File: src/rtl/ifu_fetch_buffer.sv
// Instruction fetch buffer: issues one imem request at a time and queues {pc, inst} pairs for IF/ID.
// Optional macro IFB_BYPASS_EN forwards a response straight to the output when the queue is empty.
module ifu_fetch_buffer #(
    parameter logic [63:0] RESET_PC = 64'h8000_0000,
    parameter int          DEPTH    = 4
) (
    input  logic        clk,
    input  logic        rst,
    output logic        imem_req,
    output logic [63:0] imem_addr,
    input  logic        imem_gnt,
    input  logic        imem_rvalid,
    input  logic [31:0] imem_rdata,
    input  logic        redirect_valid,
    input  logic [63:0] redirect_pc,
    output logic        out_valid,
    input  logic        out_ready,
    output logic [63:0] out_pc,
    output logic [31:0] out_inst,
    output logic [1:0]  dbg_state
);
    localparam int AW = $clog2(DEPTH);
    localparam logic [AW:0] FULL_COUNT = (AW + 1)'(DEPTH);

    // Handshakes: imem transfers a request on imem_req & imem_gnt, a response on imem_rvalid
    // (always accepted); the output side transfers on out_valid & out_ready.
    typedef enum logic [1:0] {
        IDLE = 2'd0,
        WAIT = 2'd1,
        DROP = 2'd2
    } state_t;

    state_t        state;
    logic [63:0]   fetch_pc;
    logic [63:0]   req_pc;
    logic [63:0]   pc_mem   [DEPTH];
    logic [31:0]   inst_mem [DEPTH];
    logic [AW-1:0] wr_ptr;
    logic [AW-1:0] rd_ptr;
    logic [AW:0]   count;

    logic grant;
    logic push;
    logic pop;
    logic bypass;

`ifdef IFB_BYPASS_EN
    assign bypass = ~rst & ~redirect_valid & (state == WAIT) & imem_rvalid & out_ready
                    & (count == '0);
`else
    assign bypass = 1'b0;
`endif

    // Requests only from IDLE with a free slot, so a granted response always has room.
    assign imem_req  = ~rst & ~redirect_valid & (state == IDLE) & (count < FULL_COUNT);
    assign imem_addr = fetch_pc;
    assign grant     = imem_req & imem_gnt;

    assign push      = ~rst & ~redirect_valid & (state == WAIT) & imem_rvalid & ~bypass;
    assign out_valid = ~rst & ~redirect_valid & ((count != '0) | bypass);
    assign out_pc    = bypass ? req_pc : pc_mem[rd_ptr];
    assign out_inst  = bypass ? imem_rdata : inst_mem[rd_ptr];
    assign pop       = out_valid & out_ready & ~bypass;
    assign dbg_state = state;

    always_ff @(posedge clk) begin
        if (rst) begin
            state    <= IDLE;
            fetch_pc <= RESET_PC;
            req_pc   <= RESET_PC;
            count    <= '0;
            wr_ptr   <= '0;
            rd_ptr   <= '0;
        end else if (redirect_valid) begin
            count    <= '0;
            wr_ptr   <= '0;
            rd_ptr   <= '0;
            fetch_pc <= {redirect_pc[63:2], 2'b00};
            // An in-flight request must still be answered before fetching again.
            if (state == IDLE || imem_rvalid) begin
                state <= IDLE;
            end else begin
                state <= DROP;
            end
        end else begin
            case (state)
                IDLE: begin
                    if (grant) begin
                        req_pc   <= fetch_pc;
                        fetch_pc <= fetch_pc + 64'd4;
                        state    <= WAIT;
                    end
                end
                WAIT: if (imem_rvalid) state <= IDLE;
                DROP: if (imem_rvalid) state <= IDLE;
                default: state <= IDLE;
            endcase
            if (push) wr_ptr <= wr_ptr + 1'b1;
            if (pop)  rd_ptr <= rd_ptr + 1'b1;
            case ({push, pop})
                2'b10:   count <= count + 1'b1;
                2'b01:   count <= count - 1'b1;
                default: count <= count;
            endcase
        end
    end

    always_ff @(posedge clk) begin
        if (push) begin
            pc_mem[wr_ptr]   <= req_pc;
            inst_mem[wr_ptr] <= imem_rdata;
        end
    end

    push_never_full: assert property (@(posedge clk) disable iff (rst) push |-> (count != FULL_COUNT));

endmodule

File: config.mk
export PLATFORM = sky130hd
export DESIGN_NAME = ifu_fetch_buffer
export DESIGN_NICKNAME = d
export VERILOG_FILES = /design/src/rtl/ifu_fetch_buffer.sv
export SDC_FILE = /design/constraint.sdc
export NUM_CORES = 1
export LEC_CHECK = 0
export ABC_CLOCK_PERIOD_IN_PS = 5590
export CORE_ASPECT_RATIO = 2
export CORE_UTILIZATION = 55
export DETAILED_ROUTE_END_ITERATION = 10
export GPL_ROUTABILITY_DRIVEN = 1
export GPL_TIMING_DRIVEN = 0
export HOLD_SLACK_MARGIN = 0.1
export PLACE_DENSITY = 0.79
export SLEW_MARGIN = 20
export SYNTH_ARGS = -nofsm -noshare
export SYNTH_HDL_FRONTEND = slang
export SYNTH_SLANG_ARGS = --single-unit
File: constraint.sdc
create_clock -name clk -period 5.59 [get_ports clk]
set_input_delay 1.118 -clock clk [delete_from_list [all_inputs] [get_ports clk]]
set_output_delay 1.118 -clock clk [all_outputs]
set_load 0.02 [all_outputs]
==> results of run 1 <==
==> cells in the mapped netlist, types with 3 or more instances <==
master    number  area, sq um
nand4_1       26          163
o211a_1        3         30.0
a21oi_1      103          515
nand3_1       32          160
xor2_1        10         87.6
o311ai_0       5         43.8
nor3_2         3         30.0
nor2_1        71          267
buf_2          3         15.0
and2_1         9         56.3
ha_1           8          100
xnor2_1       33          289
nand2_1      191          717
a211oi_1      18          135
inv_1         12         45.0
mux2i_1        4         40.0
o31a_1         3         26.3
mux4_2        94         2120
clkbuf_1      54          203
o21a_1         4         30.0
nor4_1        18          113
dfxtp_1      135         2700
or3_1          3         18.8
nor3_1        18         90.1
nor2b_1        3         18.8
buf_1         12         45.0
edfxtp_1     376        11300
mux2_2         4         45.0
a31oi_1        7         43.8
o21ai_0       14         70.1
nor4_4         4         85.1
buf_4          5         37.5
and3_1         9         56.3
==> final cells by class <==
cell class / instances / area (sq um) / area share, %
Buffer: 76 / 323 / 1.30
Clock buffer: 57 / 1240 / 4.99
Clock inverter: 25 / 372 / 1.49
Inverter: 13 / 48.8 / 0.196
Multi-Input combinational cell: 721 / 5580 / 22.4
Sequential cell: 511 / 14000 / 56.2
Tap cell: 450 / 563 / 2.26
Timing Repair Buffer: 265 / 2790 / 11.2
==> worst max-delay path by stage <==
stage	start	to	slack [ps]	cells past startpoint
6_report	register	out_pc[46]	750	5
4_1_cts	register	out_pc[46]	590	5
2_1_floorplan	redirect_valid	inst_mem[0][0]	1110	5
3_3_place_gp	imem_rvalid	pc_mem[0][27]	-820	4
3_5_place_dp	register	out_pc[46]	1230	5
5_1_grt	register	out_pc[32]	520	5
==> power by group <==
group | internal (mW) | switching [mW] | leakage (nW)
sequential | 4.08 | 0.0717 | 4.84
combinational | 0.167 | 0.199 | 2.55
clock | 2.00 | 1.36 | 0.789
total | 6.25 | 1.63 | 8.18
==> cell families after synthesis <==
kind of cell / count (synthesis) / synth area share (%)
flip-flops: 511 / 70.2
AND/OR/NAND/NOR: 400 / 9.64
AO/OA/AOI/OAI: 163 / 4.72
multiplexers: 102 / 11.1
buffers and inverters: 89 / 1.86
XOR/XNOR: 43 / 1.89
adder cells (fa/ha/maj): 9 / 0.603
other: 1 / 0.0188
==> layer usage <==
metal	up-vias	global-route usage [%]	routed length (um)
met5	-	0	0
met4	0	17.0	3010
met3	153	3.79	3290
met2	634	49.0	26500
met1	6255	31.9	17600
li1	5640	-	-
==> sequential cells by signal (all words and copies together) (netlist names), named ones only <==
register   count
pc_mem       248
count          3
req_pc        62
wr_ptr         2
rd_ptr         2
dbg_state      2
inst_mem     128
imem_addr     62
==> stage by stage <==
stage	instance area [sq um]	std cells	TNS [ps]
finish	24900	2118	0
global route	24900	2118	0
CTS	24900	2118	0
detailed placement	23300	2036	0
global placement	23100	2028	-286590
floorplan	19900	1321	0
==> results.sh, run 1 <==
export IMPL_die_area_sq_um=37000
export IMPL_grt_total_usage_pct=27.9
export IMPL_cp_common_cell="buf_1"
export IMPL_rows=98
export IMPL_drv_cap=0
export IMPL_dr_first_iter_drc_count=936
export IMPL_cts_sinks=511
export IMPL_r2r_slack_ps=2510
export IMPL_clockBufferDepth=3
export IMPL_synthCells=1318
export IMPL_die_w_um=137
export IMPL_start_kind="register"
export IMPL_num_nets_final=1743
export IMPL_routed_wl_um=50500
export IMPL_final_util_pct=69.8
export IMPL_power_leakage_nw=8.18
export IMPL_fmax_mhz=207
export IMPL_dr_pass1_iters=6
export IMPL_path_buf_inv=4
export IMPL_slowest_delay_ps=740
export IMPL_start_util_pct=55.8
export IMPL_grt_ovfl_total=0
export IMPL_fin_ws_ps=751
export IMPL_place_ws_ps=1230
export IMPL_hold_violations=0
export IMPL_worstSetupPathType="register to primary output"
export IMPL_reg2reg_from="dbg_state[1]"
export IMPL_layout_drive_gt1_share_pct=12.2
export IMPL_dpl_hpwl_um=35000
export IMPL_synth_edf_count=376
export IMPL_pin_count=266
export IMPL_netlist_area_sq_um=19900
export IMPL_yosysWarnings=0
export IMPL_gp_congestion=0.984
export IMPL_crit_path_top_delay_cell="buf_1"
export IMPL_worstHoldPathCells=0
export IMPL_fin_crit_sh_pct=86.6
export IMPL_synth_area_per_cell_sq_um=15.1
export IMPL_grt_max_degree=48
export IMPL_cts_setup_buffers=0
export IMPL_cp_end_kind="primary output"
export IMPL_fill_cells=2356
export IMPL_period_minus_slack_ps=4840
export IMPL_grt_antenna_before_repair=0
export IMPL_rsz0062_at_grt="false"
export IMPL_ys_types=52
export IMPL_drc_errors=0
export IMPL_async_flop_share_pct=0
export IMPL_hold_slack_ps=488
export IMPL_layout_common_cells="edfxtp_1, clkdlybuf4s50_1, nand2_1"
export IMPL_power_mw=7.87
export IMPL_hp_class="register to register"
export IMPL_status="finished, final reports clean"
export IMPL_routedWlPerCell_um=23.8
export IMPL_die_y_um=271
export IMPL_r2r_cells=8
export IMPL_tightest_slew_ps=1100
export IMPL_worstPathMaxFanout=10
export IMPL_numCtsBuffers=44
export IMPL_layout_commonest_cell="edfxtp_1"
export IMPL_h_tree_depth=2
export IMPL_hold_buffers=0
export IMPL_core_area_sq_um=35700
export IMPL_power_density_nw_per_um2=316
export IMPL_postRouteAntennaNets=0
export IMPL_port_buffers=257
export IMPL_ir_worst_vdd_mv=0.268
export IMPL_yosysSeqAreaShare_pct=70.2
export IMPL_worstHoldStart="req_pc[62]"
export IMPL_clock_latency_ps=570
export IMPL_fin_skew_ps=24.9
export IMPL_avgViaCountPerCell=5.99
export IMPL_worst_ep_arrival_time_ps=3720
export IMPL_cp_top_family="buffers and inverters"
export IMPL_area_growth_pct=25.1
export IMPL_cts_root_buf="clkbuf_16"
export IMPL_crit_required_ps=4470
export IMPL_maxSlewViolCount=0
export IMPL_hold_path_end="pc_mem[3][62]"
export IMPL_reg2reg_to="req_pc[56]"
export IMPL_path_clk_slew_ps=70
export IMPL_grt_pass1_wl_um=75100
export IMPL_grt_pass1_vias=12800
export IMPL_ys_ff_latch=511
export IMPL_cts_tree="done"
export IMPL_synthFlopType="edfxtp_1"
export IMPL_n_antenna_cell=0
export IMPL_vias=12700
export IMPL_relSlewSlack_pct=25.9
export IMPL_finalSetupViolations=0
export IMPL_post_cts_resized=0
export IMPL_crit_chain="clkbuf_1, buf_1, buf_1, mux4_2, clkdlybuf4s50_1"
Power figures use the tool's default switching activity.
==> run 2, diff against run 1 <==
--- a/config.mk
+++ b/config.mk
@@ -5,6 +5,7 @@
 export SDC_FILE = /design/constraint.sdc
 export NUM_CORES = 1
 export LEC_CHECK = 0
+export ABC_AREA = 0
 export ABC_CLOCK_PERIOD_IN_PS = 5590
 export CORE_ASPECT_RATIO = 2
 export CORE_UTILIZATION = 55
==> results of run 2 <==
The final DEF is identical to that of run 1; final timing and power are the same.
